File: config.mk
export PLATFORM = sky130hd
export DESIGN_NAME = ccff_chain_loader
export DESIGN_NICKNAME = d
export VERILOG_FILES = /design/src/rtl/ccff_pkg.sv /design/src/rtl/ccff_serializer.sv /design/src/rtl/ccff_chain_loader.sv
export SDC_FILE = /design/constraint.sdc
export NUM_CORES = 1
export LEC_CHECK = 0
export ABC_AREA = 1
export CORE_MARGIN = 2
export CORE_UTILIZATION = 35
export CTS_CLUSTER_DIAMETER = 80
export DETAILED_ROUTE_END_ITERATION = 8
export SLEW_MARGIN = 10
export SYNTH_ARGS = -nofsm -noshare
export SYNTH_HDL_FRONTEND = slang
export SYNTH_SLANG_ARGS = --single-unit
File: constraint.sdc
create_clock -name prog_clk -period 2.3 [get_ports prog_clk]
set_input_delay 0.46 -clock prog_clk [delete_from_list [all_inputs] [get_ports prog_clk]]
set_output_delay 0.46 -clock prog_clk [all_outputs]
set_load 0.02 [all_outputs]
File: src/rtl/ccff_pkg.sv
// Shared types and width helpers for the configuration-chain loader.
package ccff_pkg;

  // Sequencer states; the encoding is also exported on the debug port.
  typedef enum logic [2:0] {
    IDLE   = 3'd0,
    FLUSH  = 3'd1,
    MARK   = 3'd2,
    LOAD   = 3'd3,
    FINISH = 3'd4
  } ccff_state_t;

  // Width of the shift counter: must reach CHAIN_LEN + PROBE_SLACK.
  function automatic int bit_cnt_w(input int chain_len, input int slack);
    return $clog2(chain_len + slack + 1);
  endfunction

  // Width of the per-word bit index: must hold the value WORD_W.
  function automatic int word_idx_w(input int word_w);
    return $clog2(word_w + 1);
  endfunction

  // Number of bitstream words needed to fill the chain (ceiling division).
  function automatic int words_per_chain(input int chain_len, input int word_w);
    return (chain_len + word_w - 1) / word_w;
  endfunction

endpackage

File: src/rtl/ccff_serializer.sv
// WORD_W -> 1 MSB-first shift register feeding the chain.
// It is "empty" once the last bit of the current word is being presented,
// so a new word can be taken in that same cycle and streaming has no bubble.
// bit_out/fire describe the bit that must appear on ccff_head next cycle.
module ccff_serializer
  import ccff_pkg::*;
#(
  parameter int WORD_W = 8,
  parameter int IDX_W  = word_idx_w(WORD_W)
) (
  input  logic              clk,
  input  logic              rst,
  input  logic              more,
  input  logic [WORD_W-1:0] data,
  input  logic              valid,
  input  logic [IDX_W-1:0]  keep,
  output logic              ready,
  output logic              take,
  output logic              bit_out,
  output logic              fire
);

  localparam logic [IDX_W-1:0] IDX_ONE = IDX_W'(1);

  logic [WORD_W-1:0] sreg;
  logic [IDX_W-1:0]  cnt;

  assign ready   = more && (cnt == '0);
  assign take    = ready && valid;
  assign fire    = take || (cnt != '0);
  assign bit_out = take ? data[WORD_W-1] : sreg[WORD_W-1];

  // Load a new word (its MSB leaves immediately) or advance the pending bits.
  always_ff @(posedge clk or posedge rst) begin
    if (rst) begin
      sreg <= '0;
      cnt  <= '0;
    end else if (take) begin
      sreg <= data << 1;
      cnt  <= keep - IDX_ONE;
    end else if (cnt != '0) begin
      sreg <= sreg << 1;
      cnt  <= cnt - IDX_ONE;
    end
  end

endmodule

File: src/rtl/ccff_chain_loader.sv
// Configuration-chain loader: optional chain-length probe, then a load of
// exactly CHAIN_LEN bits streamed MSB-first onto ccff_head.
//
// Stream handshake: a word transfers on every rising prog_clk edge where
// cfg_valid && cfg_ready; cfg_ready never depends on cfg_valid, and the
// loader never consumes a word outside the LOAD state.
module ccff_chain_loader
  import ccff_pkg::*;
#(
  parameter int CHAIN_LEN   = 64,
  parameter int WORD_W      = 8,
  parameter int PROBE_SLACK = 8
) (
  input  logic              prog_clk,
  input  logic              pReset,
  input  logic              start,
  input  logic              probe_en,
  input  logic [WORD_W-1:0] cfg_data,
  input  logic              cfg_valid,
  output logic              cfg_ready,
  output logic              ccff_head,
  output logic              ccff_shift_en,
  input  logic              ccff_tail,
  output logic              busy,
  output logic              done,
  output logic              error,
  output ccff_state_t       dbg_state
);

  localparam int CNT_W     = bit_cnt_w(CHAIN_LEN, PROBE_SLACK);
  localparam int IDX_W     = word_idx_w(WORD_W);
  localparam int NWORDS    = words_per_chain(CHAIN_LEN, WORD_W);
  localparam int WCNT_W    = $clog2(NWORDS + 1);
  localparam int LAST_KEEP = CHAIN_LEN - (NWORDS - 1) * WORD_W;

  localparam logic [CNT_W-1:0]  CNT_ONE    = CNT_W'(1);
  localparam logic [CNT_W-1:0]  CNT_CHAIN  = CNT_W'(CHAIN_LEN);
  localparam logic [CNT_W-1:0]  CNT_LIMIT  = CNT_W'(CHAIN_LEN + PROBE_SLACK);
  localparam logic [IDX_W-1:0]  KEEP_FULL  = IDX_W'(WORD_W);
  localparam logic [IDX_W-1:0]  KEEP_LAST  = IDX_W'(LAST_KEEP);
  localparam logic [WCNT_W-1:0] WORDS_ALL  = WCNT_W'(NWORDS);
  localparam logic [WCNT_W-1:0] WCNT_ONE   = WCNT_W'(1);

  ccff_state_t       state;
  logic [CNT_W-1:0]  n;
  logic [WCNT_W-1:0] words_left;
  logic              reflush;

  logic              ser_more;
  logic [IDX_W-1:0]  ser_keep;
  logic              ser_ready;
  logic              ser_take;
  logic              ser_bit;
  logic              ser_fire;

  assign ser_more  = (state == LOAD) && (words_left != '0);
  assign ser_keep  = (words_left == WCNT_ONE) ? KEEP_LAST : KEEP_FULL;
  assign cfg_ready = ser_ready;
  assign dbg_state = state;

  ccff_serializer #(
    .WORD_W (WORD_W),
    .IDX_W  (IDX_W)
  ) u_ser (
    .clk     (prog_clk),
    .rst     (pReset),
    .more    (ser_more),
    .data    (cfg_data),
    .valid   (cfg_valid),
    .keep    (ser_keep),
    .ready   (ser_ready),
    .take    (ser_take),
    .bit_out (ser_bit),
    .fire    (ser_fire)
  );

  // Sequencer: every chain-facing output is a flop set one cycle ahead.
  // In FLUSH, n counts the zero shift being presented (1..CHAIN_LEN); in
  // MARK, n counts shifts already completed since the marker went in.
  always_ff @(posedge prog_clk or posedge pReset) begin
    if (pReset) begin
      state         <= IDLE;
      n             <= '0;
      words_left    <= '0;
      reflush       <= 1'b0;
      ccff_head     <= 1'b0;
      ccff_shift_en <= 1'b0;
      busy          <= 1'b0;
      done          <= 1'b0;
      error         <= 1'b0;
    end else begin
      done <= 1'b0;
      case (state)
        IDLE: begin
          ccff_shift_en <= 1'b0;
          if (start) begin
            busy    <= 1'b1;
            error   <= 1'b0;
            reflush <= 1'b0;
            if (probe_en) begin
              state         <= FLUSH;
              n             <= CNT_ONE;
              ccff_head     <= 1'b0;
              ccff_shift_en <= 1'b1;
            end else begin
              state      <= LOAD;
              words_left <= WORDS_ALL;
            end
          end
        end
        FLUSH: begin
          ccff_head     <= 1'b0;
          ccff_shift_en <= 1'b1;
          if (n == CNT_CHAIN) begin
            if (reflush) begin
              state         <= LOAD;
              words_left    <= WORDS_ALL;
              ccff_shift_en <= 1'b0;
            end else begin
              state     <= MARK;
              n         <= '0;
              ccff_head <= 1'b1;
            end
          end else begin
            n <= n + CNT_ONE;
          end
        end
        MARK: begin
          ccff_head <= 1'b0;
          if (ccff_tail && (n == CNT_CHAIN)) begin
            // Chain length proven; flush once more to wipe the marker.
            state         <= FLUSH;
            reflush       <= 1'b1;
            n             <= CNT_ONE;
            ccff_shift_en <= 1'b1;
          end else if (ccff_tail || (n == CNT_LIMIT)) begin
            state         <= IDLE;
            error         <= 1'b1;
            busy          <= 1'b0;
            ccff_shift_en <= 1'b0;
          end else begin
            n             <= n + CNT_ONE;
            ccff_shift_en <= 1'b1;
          end
        end
        LOAD: begin
          ccff_shift_en <= ser_fire;
          if (ser_fire) begin
            ccff_head <= ser_bit;
          end
          if (ser_take) begin
            words_left <= words_left - WCNT_ONE;
          end
          if ((words_left == '0) && !ser_fire) begin
            state         <= FINISH;
            done          <= 1'b1;
            ccff_shift_en <= 1'b0;
          end
        end
        FINISH: begin
          state         <= IDLE;
          busy          <= 1'b0;
          ccff_shift_en <= 1'b0;
        end
        default: begin
          state         <= IDLE;
          busy          <= 1'b0;
          ccff_shift_en <= 1'b0;
        end
      endcase
    end
  end

endmodule

After elaboration in Yosys (flattened, before gate mapping)
Cells that the tools add are included.

word-level totals
  register bits after elaboration = 32
  word-level logic and storage cells = 111
  output and inout port bits = 9

cells by class
  equal/unequal tests = 19
  reductions and logical operators = 26
  muxes and demuxes = 51
  bitwise operators = 1
  add/sub/neg operators = 3

operator list
  kind                 number
  $mux 7               6
  $mux 4               7
  $mux 1               22
  $pmux 7 s3           1
  $ne 2x2->1 const B   9
  $mux 8               2
  $reduce_and 4->1     4
  $mux 3               5
  $eq 7x7->1 const B   2
  $pmux 3 s4           1
  $pmux 4 s3           1
  $reduce_bool 4->1    3
  $ne 3x3->1 const B   3
  $logic_not 4->1      2
  $pmux 1 s4           2
  $sub 4x1->4 const B  2
  $add 7x1->7 const B  1
  $eq 3x2->1 const B   2
  $reduce_and 6->1     1
  $reduce_bool 3->1    2
  $logic_and 1x1->1    5
  $reduce_and 5->1     1
  $ne 2x1->1 const B   2
  $pmux 1 s2           2
  10 further kinds     12

Longest topological paths before layout
Gate-level depths: netlist of run 1.

  depth in word-level cells = 9
  depth in mapped cells = 12

Modules after synthesis
Synthesis of run 1 repeated with hierarchy kept, for this count alone.

second synthesis, totals
  cells, all modules = 262
  area, all modules = 2075.7 µm²

modules (own cells, without submodules)
  module             times used  cells an instance  seq. area each (µm²)  area an instance (µm²)
  ccff_chain_loader  1           187                500.5                 1455.1
  ccff_serializer    1           75                 275.3                 620.6

Least setup slack after synthesis of run 1
No wires, ideal clock.

  path kind = register to output
  from = register state[0] (netlist: dbg_state[0])
  to = output cfg_ready
  required time = 1.840 ns
  stages on the path, launching flop included = 5
  slack = 0.507 ns
  path buffers = 0
  arrival = 1.333 ns
  cells stage by stage = dfrtp_1 nand3_2 nor2_4 inv_1 a21oi_1

on the way
  cells in the longest elaborated chain, start to end = 3

RTL lines
  element                 line                      source
  start, declared         ccff_chain_loader.sv:44   ccff_state_t state;
  start signal, assigned  ccff_chain_loader.sv:82   state <= IDLE;
  start signal, assigned  ccff_chain_loader.sv:101  state <= FLUSH;
  start signal, assigned  ccff_chain_loader.sv:106  state <= LOAD;
  $eq 3x2->1              ccff_chain_loader.sv:56   assign ser_more = (state == LOAD) && (words_left != '0);
  $logic_and 1x1->1       ccff_chain_loader.sv:56
  $logic_and 1x1->1       ccff_serializer.sv:28     assign ready = more && (cnt == '0);
  end, declared           ccff_chain_loader.sv:20   output logic cfg_ready,

Every way passes these cells.

Final worst setup path of run 1
  from = register u_ser.cnt[0]
  to = output cfg_ready

on the way
  cells in the longest elaborated chain, start to end = 2

RTL lines
  element                 line                   source
  start, declared         ccff_serializer.sv:26  logic [IDX_W-1:0] cnt;
  start signal, assigned  ccff_serializer.sv:40  cnt <= keep - IDX_ONE;
  start signal, assigned  ccff_serializer.sv:43  cnt <= cnt - IDX_ONE;
  $logic_not 4->1         ccff_serializer.sv:28
  $logic_and 1x1->1       ccff_serializer.sv:28

Every way passes these cells.

==> flow_metrics.tcl, run 1 <==
set metrics [dict create \
    run_status "finished, final reports clean" \
    routed.top_layer "met4" \
    met3_wirelength_microns 122 \
    worst_hold_path_type "reg -> reg" \
    synth-seq-area-share_pct 40.9 \
    port_buffers 22 \
    ctsHtreeMaxLevel 2 \
    post-cts-setup-buffers 0 \
    route.met2.wl_mm 1.82 \
    timing_worst_slew_pin_value_ns 0.443 \
    slowest_stage "sky130_fd_sc_hd__dfrtp_1" \
    end_kind "output pin" \
    fin_util_pct 44.6 \
    async_flop_share_pct 100 \
    clk_pin_slew_worst_paths_ns 0.07 \
    yosysMostFrequentCell "sky130_fd_sc_hd__nand2_1" \
    seq_power_share_pct 31.6 \
    detailedPlacementHpwl_mm 2.99 \
    finalClockSkew_ns 0.00576 \
    ios 23 \
    fraction_of_final_layout_cells_sized_beyond_drive_strength_1_pct 11.2 \
    critical_path.top_delay_family "buffers and inverters" \
    grt_antenna_before_repair 0 \
    ys_types 30 \
    cts_buffer_count 5 \
    syn-num-nets 274 \
    worstPathMaxFanout 4 \
    viasPerCell 4.67 \
    globalRouteTotalUtil_pct 14.5 \
    initial_utilization_pct 36.6 \
    floorplan.rows 26 \
    maxSlewHeadroom_pct 70.4 \
    drt_pre_antenna_iters 4 \
    accumulated_negative_setup_slack_ns 0 \
    stdcell_area_sq_um 2300 \
    num_antenna_cells 0 \
    fmax_mhz 474 \
    number_of_warnings_issued_by_yosys 0 \
    internal-power_w 0.00142 \
    fin_crit_sh_pct 91.8 \
    placement.cell_area_sq_um 2220 \
    max_cap_viol_count 0 \
    nature_of_the_critical_path_startpoint "register" \
    areaGrowthSynthToFinish_pct 21.6 \
    critPathBufInv 3 \
    report.final.hold_viol_count 0 \
    max_stage_delay_ns 0.36 \
    synth_compound_area_share_pct 8.84 \
    required_ns 1.84 \
    globalRoute.totalOverflow 0 \
    finalWorstPathRequiredPeriod_ns 2.11 \
    post_synth_instance_area_sq_um 1900 \
    post-route-drc-count 0 \
    synth_xor_area_share_pct 1.85 \
    switching_portion_of_total_power_pct 45.0 \
    p_leak_nw 1.20 \
    clk-insertion-delay-late_ns 0.28 \
    synth_simple_gate_area_share_pct 36.2 \
    grt_max_degree 32 \
    gp_routability_congestion 0.804 \
    tritoncts_num_sinks 31 \
    synth_largest_area_cell "sky130_fd_sc_hd__dfrtp_1" \
    netlist.area_leader.share_pct 40.9 \
    power.clock.fraction_pct 16.9 \
    synth_fa_ha_area_share_pct 2.64 \
    ys_dominant_reg_cell "sky130_fd_sc_hd__dfrtp_1" \
    critical_path.cell_chain "inv_1 > ha_1 > nand2_1 > nor2_4 > inv_1 > a21oi_1 > dlygate4sd2_1" \
    comb_power_share_pct 51.4 \
    route.vias.total 1664 \
    chipWidth_microns 77.6 \
    fp.dieH_microns 77.6 \
    postRouteAntennaNets 0 \
    critPathArrivalTime_ns 1.65 \
    detail_route.iter0.violations 77 \
    post_synth_main_area_contributors "sky130_fd_sc_hd__dfrtp_1, sky130_fd_sc_hd__nand2_1, sky130_fd_sc_hd__inv_1" \
    grt_pass1_vias 1557 \
    timing.final.max_slew_violations 0 \
    routedLengthMet1_mm 1.99 \
    final-setup-viol-count 0 \
    cts_max_path_buffers 2 \
    routed_wire_length_per_instance_microns 11.3 \
    yosys_register_bits 31 \
    synth.area.mux_share_pct 0.528 \
    fin_nets 304 \
    timing.critical_path.mode_cell "sky130_fd_sc_hd__inv_1" \
    die_area_sq_um 6020 \
    post_synth_inst_count 256 \
    cts.root.buffer_cell "sky130_fd_sc_hd__clkbuf_8" \
    power.ir.vdd_worst_v 0.000327 \
    power_per_cell_area_nw_per_um2 1120 \
    wirelength_mm 4.02 \
    design.core.area_sq_um 5170 \
    timing_worst_setup_path_type "reg -> out" \
    unrepaired_setup_endpoints_after_global_routing "no" \
    dominant_combinational_cell_family_by_area_after_synthesis "simple AND/OR/NAND/NOR gates" \
    synth.avg_cell_area_sq_um 7.40 \
    count_of_flip_flops_with_a_built_in_enable_after_synthesis 0 \
    power.net_switching_w 0.00116 \
    grt_first_pass_wirelength_mm 6.95 \
    synth_top_cells_by_count "sky130_fd_sc_hd__nand2_1, sky130_fd_sc_hd__inv_1, sky130_fd_sc_hd__dfrtp_1" \
    tritoncts "yes" \
]
-- cell type report --
type / count / area, sq um
clock buffer: 6 / 82.6
clock inverter: 1 / 5.00
fill: 556 / 2870
inverter: 40 / 155
multi-input combinational: 182 / 950
sequential: 31 / 776
tap: 70 / 87.6
timing repair buffer: 26 / 249
-- power by group through the flow --
stage / registers, W / logic (W) / clock network, W
final: 0.000817 / 0.00133 / 0.000437
after global routing: 0.000839 / 0.00151 / 0.000479
after CTS: 0.000818 / 0.00135 / 0.000459
after detailed placement: 0.000828 / 0.00134 / 0
after global placement: 0.000826 / 0.00132 / 0
after floorplan: 0.000873 / 0.000916 / 0
-- path summary, 6_finish.rpt --
check / from / end / slack [ns] / cells past startpoint
setup / recovery: u_ser.cnt[0]$_DFFE_PP0P_ / cfg_ready / 0.19 / 7
hold / removal: error$_DFFE_PP0P_ / error$_DFFE_PP0P_ / 0.47 / 2
setup reg to reg: n[0]$_DFFE_PP0P_ / n[3]$_DFFE_PP0P_ / 0.45 / 11
hold reg to reg: error$_DFFE_PP0P_ / error$_DFFE_PP0P_ / 0.47 / 2
max in group asynchronous: pReset / ccff_shift_en$_DFF_PP0_ / 1.44 / 3
min in group asynchronous: pReset / u_ser.sreg[5]$_DFFE_PP0P_ / 0.55 / 3
-- cells in the final DEF (no fill, tap or decap), types with 2 or more instances in the layout --
cell type | synthesis | final
sky130_fd_sc_hd__ha_1 | 4 | 4
sky130_fd_sc_hd__clkdlybuf4s50_1 | 0 | 21
sky130_fd_sc_hd__nand3_2 | 2 | 2
sky130_fd_sc_hd__nor2_4 | 3 | 3
sky130_fd_sc_hd__nor3_1 | 2 | 2
sky130_fd_sc_hd__nor2_2 | 3 | 3
sky130_fd_sc_hd__o21ai_0 | 13 | 13
sky130_fd_sc_hd__nand2_2 | 4 | 4
sky130_fd_sc_hd__nor3_4 | 2 | 2
sky130_fd_sc_hd__clkbuf_8 | 0 | 6
sky130_fd_sc_hd__dfrtp_1 | 31 | 31
sky130_fd_sc_hd__xor2_1 | 3 | 3
sky130_fd_sc_hd__inv_2 | 3 | 3
sky130_fd_sc_hd__buf_4 | 0 | 4
sky130_fd_sc_hd__o21ai_1 | 4 | 4
sky130_fd_sc_hd__nand4_1 | 4 | 4
sky130_fd_sc_hd__nand3_1 | 27 | 27
sky130_fd_sc_hd__nand2_1 | 76 | 76
sky130_fd_sc_hd__o211ai_1 | 4 | 4
sky130_fd_sc_hd__a21oi_1 | 6 | 6
sky130_fd_sc_hd__inv_1 | 36 | 36
sky130_fd_sc_hd__nor2_1 | 16 | 16
-- sequential cells by signal, indices dropped and copies added (netlist names) --
signal / count
busy: 1
ccff_head: 1
ccff_shift_en: 1
dbg_state: 3
done: 1
error: 1
n: 7
reflush: 1
u_ser.cnt: 4
u_ser.sreg: 7
words_left: 4
-- metal layers --
| layer | global-route usage, % | up-vias |
|---|---|---|
| met5 | 0 | - |
| met4 | 6.96 | 0 |
| met3 | 3.26 | 8 |
| met2 | 23.0 | 24 |
| met1 | 18.7 | 758 |
| li1 | - | 874 |
-- worst min-delay path: stages (launching register included) --
cell and delay [ns]:
sky130_fd_sc_hd__dfrtp_1 0.34, sky130_fd_sc_hd__nand2_1 0.05, sky130_fd_sc_hd__nand2_1 0.04
-- kinds of logic after synthesis --
family | after synthesis
buf+inv | 43
simple gates | 143
flops | 31
compound gates | 30
mux | 1
xor+xnor | 4
fa+ha+maj | 4
-- through the flow --
step	power (W)	cells	hold WS [ns]	setup WS [ns]
5_1_grt	0.00282	356	0.515	0.0397
3_3_place_gp	0.00215	349	0.455	0.233
6_report	0.00258	356	0.468	0.189
3_5_place_dp	0.00217	349	0.459	0.211
4_1_cts	0.00262	356	0.474	0.165
2_1_floorplan	0.00179	256	0.452	0.507
-- what timing repair did --
action / 4_1_cts / 5_1_grt
hold buffers: 0 / 0
gates resized for setup: 1 / 0
endpoints found under the setup margin: 1 / 0
Power figures use the tool's default switching activity.
==> inputs of run 2 (changes only) <==
- CTS_BUF_LIST: unset -> sky130_fd_sc_hd__clkbuf_8
==> results of run 2 <==
Final layout, timing and power as in run 1 (identical DEF).
